## src/rtl/mem_access_unit_pkg.sv

```systemverilog
// Shared types and helpers for the MEM-stage access unit.
//   mem_state_e : access FSM states
//   F3_*        : RV64 load/store funct3 size/sign codes
//   mem_req_t   : captured copy of the MEM-stage request
//   size_mask   : byte-lane mask for an access size, before lane shifting
//   is_misaligned : natural-alignment test for an access size
package mem_access_unit_pkg;

  typedef enum logic [2:0] {
    IDLE  = 3'd0,
    REQ   = 3'd1,
    RESP  = 3'd2,
    DRAIN = 3'd3,
    DONE  = 3'd4
  } mem_state_e;

  localparam logic [2:0] F3_B  = 3'b000;
  localparam logic [2:0] F3_H  = 3'b001;
  localparam logic [2:0] F3_W  = 3'b010;
  localparam logic [2:0] F3_D  = 3'b011;
  localparam logic [2:0] F3_BU = 3'b100;
  localparam logic [2:0] F3_HU = 3'b101;
  localparam logic [2:0] F3_WU = 3'b110;

  // addr is kept at the widest supported width; the top truncates.
  typedef struct packed {
    logic        write;
    logic [63:0] addr;
    logic [63:0] wdata;
    logic [2:0]  funct3;
  } mem_req_t;

  // funct3[1:0] alone encodes the size; 3'b111 falls into the D slot.
  function automatic logic [7:0] size_mask(input logic [2:0] f3);
    case (f3[1:0])
      2'b00:   size_mask = 8'h01;
      2'b01:   size_mask = 8'h03;
      2'b10:   size_mask = 8'h0F;
      default: size_mask = 8'hFF;
    endcase
  endfunction

  function automatic logic is_misaligned(input logic [2:0] f3, input logic [2:0] off);
    case (f3[1:0])
      2'b00:   is_misaligned = 1'b0;
      2'b01:   is_misaligned = off[0];
      2'b10:   is_misaligned = (off[1:0] != 2'b00);
      default: is_misaligned = (off != 3'b000);
    endcase
  endfunction

endpackage

```

## src/rtl/mem_access_unit_if.sv

```systemverilog
// Data-cache / bus request-response channel.
// Handshake: a request transfers on the cycle where req_valid and req_ready are
// both high; once req_valid rises the master holds req_write/addr/wdata/wstrb
// stable until that transfer (or until the master withdraws it on a flush).
// Each accepted load returns exactly one resp_valid pulse carrying resp_rdata;
// stores get no response.
//   master : the access unit (drives request, receives response)
//   slave  : the cache / bus model
interface mem_access_unit_if #(
  parameter int ADDR_W = 64
);
  logic              req_valid;
  logic              req_ready;
  logic              req_write;
  logic [ADDR_W-1:0] req_addr;
  logic [63:0]       req_wdata;
  logic [7:0]        req_wstrb;
  logic              resp_valid;
  logic [63:0]       resp_rdata;

  modport master (
    output req_valid, req_write, req_addr, req_wdata, req_wstrb,
    input  req_ready, resp_valid, resp_rdata
  );

  modport slave (
    input  req_valid, req_write, req_addr, req_wdata, req_wstrb,
    output req_ready, resp_valid, resp_rdata
  );
endinterface

```

## src/rtl/mem_access_unit_lsu_align.sv

```systemverilog
// lsu_align: purely combinational lane alignment for one 8-byte bus word.
//   funct3   in  access size/sign code
//   offset   in  byte offset addr[2:0]
//   st_data  in  unshifted store data
//   ld_raw   in  raw 8-byte word from the bus
//   st_wdata out store data moved to its byte lane
//   st_wstrb out byte enables, truncated at the word boundary
//   ld_data  out load value moved to bit 0 and sign/zero extended
module lsu_align
  import mem_access_unit_pkg::*;
(
  input  logic [2:0]  funct3,
  input  logic [2:0]  offset,
  input  logic [63:0] st_data,
  input  logic [63:0] ld_raw,
  output logic [63:0] st_wdata,
  output logic [7:0]  st_wstrb,
  output logic [63:0] ld_data
);
  logic [63:0] shifted;

  always_comb begin
    // An 8-bit shift drops lanes past the word end, giving truncated strobes.
    st_wstrb = size_mask(funct3) << offset;
    st_wdata = st_data << {offset, 3'b000};
    shifted  = ld_raw >> {offset, 3'b000};
    case (funct3)
      F3_B:    ld_data = {{56{shifted[7]}}, shifted[7:0]};
      F3_H:    ld_data = {{48{shifted[15]}}, shifted[15:0]};
      F3_W:    ld_data = {{32{shifted[31]}}, shifted[31:0]};
      F3_BU:   ld_data = {56'd0, shifted[7:0]};
      F3_HU:   ld_data = {48'd0, shifted[15:0]};
      F3_WU:   ld_data = {32'd0, shifted[31:0]};
      default: ld_data = shifted;  // D and 3'b111
    endcase
  end
endmodule

```

## src/rtl/mem_access_unit.sv

```systemverilog
// mem_access_unit: MEM-stage load/store engine. Turns the held EXE->MEM
// request into one bus transaction and stalls the pipeline until it completes.
//   clk, rst (async, active-low), flush
//   req_valid/req_write/req_addr/req_wdata/req_funct3 : MEM-stage request
//   mem_ready    : MEM stage may advance this cycle
//   load_data    : aligned, extended load result (valid with mem_ready on a load)
//   bus          : request/response channel (master side)
//   exc_misalign/exc_store : misalignment trap, present only with MEM_MISALIGN_TRAP_EN
//   state_dbg    : current FSM state
// Build option: define MEM_MISALIGN_TRAP_EN to trap misaligned H/W/D accesses
// instead of issuing them to the bus.
module mem_access_unit
  import mem_access_unit_pkg::*;
#(
  parameter int ADDR_W = 64,
  parameter int XLEN   = 64
) (
  input  logic              clk,
  input  logic              rst,
  input  logic              flush,
  input  logic              req_valid,
  input  logic              req_write,
  input  logic [ADDR_W-1:0] req_addr,
  input  logic [XLEN-1:0]   req_wdata,
  input  logic [2:0]        req_funct3,
  output logic              mem_ready,
  output logic [XLEN-1:0]   load_data,
  mem_access_unit_if.master bus,
  output logic              exc_misalign,
  output logic              exc_store,
  output mem_state_e        state_dbg
);

  mem_state_e state_q, state_d;
  mem_req_t   req_q, req_d;
  logic [63:0] load_data_q, load_data_d;
  logic [63:0] st_wdata, ld_data;
  logic [7:0]  st_wstrb;
`ifdef MEM_MISALIGN_TRAP_EN
  logic trap_q, trap_d;
`endif

  lsu_align u_align (
    .funct3   (req_q.funct3),
    .offset   (req_q.addr[2:0]),
    .st_data  (req_q.wdata),
    .ld_raw   (bus.resp_rdata),
    .st_wdata (st_wdata),
    .st_wstrb (st_wstrb),
    .ld_data  (ld_data)
  );

  always_comb begin
    state_d     = state_q;
    req_d       = req_q;
    load_data_d = load_data_q;
    mem_ready   = 1'b0;
`ifdef MEM_MISALIGN_TRAP_EN
    trap_d      = trap_q;
`endif
    case (state_q)
      IDLE: begin
        mem_ready = !req_valid;
        if (req_valid && !flush) begin
          req_d = '{write: req_write, addr: 64'(req_addr),
                    wdata: req_wdata, funct3: req_funct3};
          state_d = REQ;
`ifdef MEM_MISALIGN_TRAP_EN
          trap_d = is_misaligned(req_funct3, req_addr[2:0]);
          if (trap_d) state_d = DONE;
`endif
        end
      end
      REQ: begin
        // A flush racing the handshake cannot un-send the request: a load
        // accepted that cycle still owes a response, so it must drain.
        if (bus.req_ready) begin
          if (req_q.write) state_d = flush ? IDLE : DONE;
          else             state_d = flush ? DRAIN : RESP;
        end else if (flush) begin
          state_d = IDLE;
        end
      end
      RESP: begin
        if (bus.resp_valid) begin
          load_data_d = ld_data;
          state_d     = DONE;
        end else if (flush) begin
          state_d = DRAIN;
        end
      end
      DRAIN: begin
        mem_ready = 1'b1;
        if (bus.resp_valid) state_d = IDLE;
      end
      DONE: begin
        mem_ready = 1'b1;
        state_d   = IDLE;
      end
      default: state_d = IDLE;
    endcase
  end

  always_ff @(posedge clk or negedge rst) begin
    if (!rst) begin
      state_q     <= IDLE;
      req_q       <= '0;
      load_data_q <= '0;
    end else begin
      state_q     <= state_d;
      req_q       <= req_d;
      load_data_q <= load_data_d;
    end
  end

`ifdef MEM_MISALIGN_TRAP_EN
  always_ff @(posedge clk or negedge rst) begin
    if (!rst) trap_q <= 1'b0;
    else      trap_q <= trap_d;
  end
  assign exc_misalign = (state_q == DONE) && trap_q;
  assign exc_store    = (state_q == DONE) && trap_q && req_q.write;
`else
  assign exc_misalign = 1'b0;
  assign exc_store    = 1'b0;
`endif

  assign bus.req_valid = (state_q == REQ);
  assign bus.req_write = req_q.write;
  assign bus.req_addr  = {req_q.addr[ADDR_W-1:3], 3'b000};
  assign bus.req_wdata = st_wdata;
  assign bus.req_wstrb = req_q.write ? st_wstrb : 8'h00;
  assign load_data     = load_data_q;
  assign state_dbg     = state_q;

endmodule

```

## src/flat_wrapper.sv

```systemverilog
// flat-port wrapper written by rule: the top's interface ports become plain ports
module mem_access_unit_flat import mem_access_unit_pkg::*;
#(
  parameter int ADDR_W = 64,
  parameter int XLEN   = 64
)
  (clk, rst, flush, req_valid, req_write, req_addr, req_wdata, req_funct3, mem_ready, load_data, exc_misalign, exc_store, state_dbg, bus_req_valid, bus_req_write, bus_req_addr, bus_req_wdata, bus_req_wstrb, bus_req_ready, bus_resp_valid, bus_resp_rdata);
  mem_access_unit_if #(.ADDR_W(ADDR_W)) bus_i ();
  input  logic clk;
  input  logic rst;
  input  logic flush;
  input  logic req_valid;
  input  logic req_write;
  input  logic [ADDR_W-1:0] req_addr;
  input  logic [XLEN-1:0] req_wdata;
  input  logic [2:0] req_funct3;
  output logic mem_ready;
  output logic [XLEN-1:0] load_data;
  output logic exc_misalign;
  output logic exc_store;
  output mem_state_e state_dbg;
  output wire logic [$bits(bus_i.req_valid)-1:0] bus_req_valid;
  output wire logic [$bits(bus_i.req_write)-1:0] bus_req_write;
  output wire logic [$bits(bus_i.req_addr)-1:0] bus_req_addr;
  output wire logic [$bits(bus_i.req_wdata)-1:0] bus_req_wdata;
  output wire logic [$bits(bus_i.req_wstrb)-1:0] bus_req_wstrb;
  input wire logic [$bits(bus_i.req_ready)-1:0] bus_req_ready;
  input wire logic [$bits(bus_i.resp_valid)-1:0] bus_resp_valid;
  input wire logic [$bits(bus_i.resp_rdata)-1:0] bus_resp_rdata;
  assign bus_req_valid = bus_i.req_valid;
  assign bus_req_write = bus_i.req_write;
  assign bus_req_addr = bus_i.req_addr;
  assign bus_req_wdata = bus_i.req_wdata;
  assign bus_req_wstrb = bus_i.req_wstrb;
  assign bus_i.req_ready = bus_req_ready;
  assign bus_i.resp_valid = bus_resp_valid;
  assign bus_i.resp_rdata = bus_resp_rdata;
  mem_access_unit #(.ADDR_W(ADDR_W), .XLEN(XLEN)) u_core (.clk(clk), .rst(rst), .flush(flush), .req_valid(req_valid), .req_write(req_write), .req_addr(req_addr), .req_wdata(req_wdata), .req_funct3(req_funct3), .mem_ready(mem_ready), .load_data(load_data), .bus(bus_i), .exc_misalign(exc_misalign), .exc_store(exc_store), .state_dbg(state_dbg));
endmodule
```

## config.mk

```make
export PLATFORM = sky130hd
export DESIGN_NAME = mem_access_unit_flat
export DESIGN_NICKNAME = d
export VERILOG_FILES = /design/src/rtl/mem_access_unit_pkg.sv /design/src/rtl/mem_access_unit_if.sv /design/src/rtl/mem_access_unit_lsu_align.sv /design/src/rtl/mem_access_unit.sv /design/src/flat_wrapper.sv
export SDC_FILE = /design/constraint.sdc
export NUM_CORES = 1
export LEC_CHECK = 0
export ABC_CLOCK_PERIOD_IN_PS = 3350
export CAP_MARGIN = 20
export CELL_PAD_IN_SITES_DETAIL_PLACEMENT = 1
export CELL_PAD_IN_SITES_GLOBAL_PLACEMENT = 1
export CORE_MARGIN = 4
export CORE_UTILIZATION = 38
export CTS_CLUSTER_DIAMETER = 100
export DETAILED_ROUTE_END_ITERATION = 8
export GPL_TIMING_DRIVEN = 0
export PLACE_DENSITY_LB_ADDON = 0.1
export REMOVE_ABC_BUFFERS = 1
export SETUP_SLACK_MARGIN = 0.02
export SLEW_MARGIN = 20
export SYNTH_ARGS = -nofsm -noshare
export SYNTH_HDL_FRONTEND = slang
export SYNTH_SLANG_ARGS = --single-unit
```

## constraint.sdc

```tcl
create_clock -name clk -period 3.35 [get_ports clk]
set_input_delay 0.8375 -clock clk [delete_from_list [all_inputs] [get_ports clk]]
set_output_delay 0.8375 -clock clk [all_outputs]
set_load 0.01 [all_outputs]
```

==> results.md <==
* FFs w/ async S/R, synth at 100.0%
* R2R Setup Slk at 0.46 ns
* I/O Buffers at 404
* Die area at 34620 µm²
* Reg2Reg Depth at 9
* Total GRT Usage at 25.11%
* CP max stage delay at 0.55 ns
* Critical Path RT at 2.51 ns
* Core area at 30910 µm²
* Slew Viols, Final at 0
* Via count at 10320
* Outcome: finished, final reports clean
* Non-Filler Instances at 1883
* H-tree depth at 4
* Setup Crit Path Kind: register to output port
* Post-synthesis adder-cell area fraction at 0%
* Worst Hold Class: input port to async pin
* Layout Utilization at 55.28%
* # IOs at 410
* Via density per instance at 5.478
* Antenna-violating nets left at 0
* Synth Area in Simple Gates at 9.617%
* Avg Inst Size Synth at 10.40 µm²
* Main synth FF type: dfrtp_1
* Routing usage on met1 at 30.19%
* Clk_skew at 0.01549 ns
* Synth warn at 0
* Pwr dens at 1079 nW/µm²
* Routability-driven placement congestion ratio at 0.7787
* Clock-pin slew on the worst setup and hold paths at 0.09 ns
* GRT Max-Usage Layer: met2
* DRT Pass-1 Iters at 5
* Worst Max-Slew Pin Slew at 1.052 ns
* RR Startpoint: u_core.req_q[67]
* Final hold viol count at 0
* Rel. slew slack at 29.47%
* Largest family of logic cells by synthesized area: multiplexers
* Clock sinks at 199
* Filler cells at 3350
* Met3 GRT Util at 7.954%
* Final period utilization at 97.66%
* Vias in the first global route at 11090
* P_leak at 0.007337 µW
* Post-synthesis mux area share at 27.32%
* Initial DRC count at 513
* Setup TNS at 0 ns
* Mapped cell area at 12050 µm²
* Final Power at 18430 µW
* Most frequent cells in the layout: 358 x clkdlybuf4s50_1, 195 x dfrtp_1, 163 x mux2_2
* Layout cells sized above 1 at 20.13%
* Xor-xnor portion of the synthesized cell area at 0%
* CP endpoint kind: output port
* Minimum hold slack at 0.2456 ns
* Root Buffer: clkbuf_16
* Worst Path Max Fanout at 10
* TritonCTS buffer count at 17
* Average wire per standard cell at 23.78 µm
* Cell Rows at 64
* Maxcap violations at 0
* Fin nets at 1674
* Origin of the worst setup path: u_core.req_q[68]
* Clock latency on the worst-skew pair at 0.47 ns
* RSZ-0062 raised after global routing: true
* Tmin final at 3.272 ns
* Critical Path AT at 2.43 ns
* Max Fclk at 305.7 MHz
* CTS tree: done
* Cells along the critical path: buf_6 -> nor2b_1 -> a211oi_1 -> nand3b_1 -> o21ai_0 -> clkdlybuf4s50_1
* Commonest non-fill, non-tap cell in the layout: clkdlybuf4s50_1
* Final setup violation count at 0
* Initial antenna violation count at 5
* Bufs on Longest Clock Path at 2
* Post-DP HPWL at 30250 µm
* Inst Count DP at 1822
* GRT met2 Usage at 42.92%
* Post-Synthesis Cells at 1158
* Grt ovf at 0
* Largest net degree at the start of global routing at 88
* Die Ht at 186.1 µm
* Synth cell types at 54
* Effective utilization at floorplan at 38.98%
* Compound-Gate Fraction of Synth Area at 13.24%
* DRC errors left at 0
* Post-cts hold buffer count at 0
* Total Wirelength at 44780 µm
* Die W at 186.1 µm
* Number of synthesized register bits at 199
* CP max-delay cell: dfrtp_4
* Reg-to-Reg End: u_core.load_data[44]
* Seq/Total Area, Yosys at 41.33%
* First-pass GRT wire length at 66510 µm
* Worst VDD drop at 0.0005972 V
* Startpoint Class: register
* Area delta synth->final at 41.83%
* EDFF count, synth at 0
-- registers in the layout (all words and copies together), names as in the netlist --
signal                cells
u_core.state_dbg          3
u_core.load_data         64
u_core.req_q             70
u_core.bus.req_write      1
u_core.bus.req_addr      61
-- cell usage after synthesis, types with 3 or more instances --
library cell | n | share of area (%)
nor2b_1 | 29 | 1.5
o22ai_1 | 17 | 0.88
nor2_1 | 110 | 3.4
mux2_2 | 163 | 15
buf_2 | 37 | 1.5
nand2_1 | 63 | 2.0
buf_4 | 82 | 5.1
a221oi_1 | 5 | 0.36
mux4_2 | 17 | 3.2
buf_6 | 8 | 0.75
dfrtp_1 | 199 | 41
o21ai_0 | 66 | 2.7
mux2i_1 | 102 | 8.5
nand2b_1 | 9 | 0.47
and2_1 | 9 | 0.47
a21oi_2 | 10 | 0.73
clkbuf_1 | 29 | 0.90
o211ai_1 | 6 | 0.37
a211oi_1 | 19 | 1.2
o2bb2ai_1 | 6 | 0.44
a21oi_1 | 104 | 4.3
inv_1 | 3 | 0.093
a31oi_1 | 15 | 0.78
nand3b_1 | 7 | 0.44
-- worst max-delay path by stage --
stage                              endpoint  slack, ns  cells past startpoint
global route              bus_req_wdata[16]      -0.05                      6
floorplan              u_core.load_data[39]      -2.81                      5
detailed placement         bus_req_wstrb[4]      -0.70                      7
global placement    u_core.bus.req_addr[18]      -7.65                      1
finish                    bus_req_wdata[60]       0.08                      6
CTS                        bus_req_wstrb[6]       0.02                      5
-- final cells by class --
type                       count  area, µm²  area share, %
clock inverter                13      113.9         0.6663
tap                          396      495.5          2.900
sequential                   199       4995          29.23
timing repair buffer         448       4875          28.53
clock buffer                  19      452.9          2.651
inverter                       3      11.26        0.06590
multi-input combinational    803       6140          35.93
antenna                        2      5.005        0.02929
-- where the power goes --
part	internal, µW	switching, µW
clock network	1020	1060
registers	3650	1030
logic	6060	5620
-- metrics by stage --
| step | instance area [µm²] | setup WS [ns] |
|---|---|---|
| after global placement | 15600 | -7.649 |
| after global routing | 17090 | -0.04586 |
| after floorplan | 11060 | -2.811 |
| after CTS | 16940 | 0.02138 |
| final | 17090 | 0.07845 |
| after detailed placement | 16000 | -0.6964 |
-- routing by layer --
layer | up-vias | wire length [µm]
met5 | - | 39
met4 | 6 | 931
met3 | 51 | 3420
met2 | 310 | 22330
met1 | 5245 | 18060
li1 | 4703 | -
-- cells by family after synthesis --
family	count (synthesis)
compound gates	264
simple gates	247
buf+inv	161
mux	286
flops	199
other cells	1
-- repair_timing --
item / CTS / global route
setup endpoints to repair: 72 / 27
cloned: 5 / 3
setup buffers: 17 / 2
pin swaps: 1 / 1
gates resized for setup: 46 / 21
-- worst max-delay path: cells and delay by family (launching register included) --
family / cells / cell delay [ns]
AO/OA/AOI/OAI: 2 / 0.45
AND/OR/NAND/NOR: 2 / 0.23
flip-flops: 1 / 0.55
buffers and inverters: 2 / 0.73
Note: power is estimated with default switching activity, not from simulation.
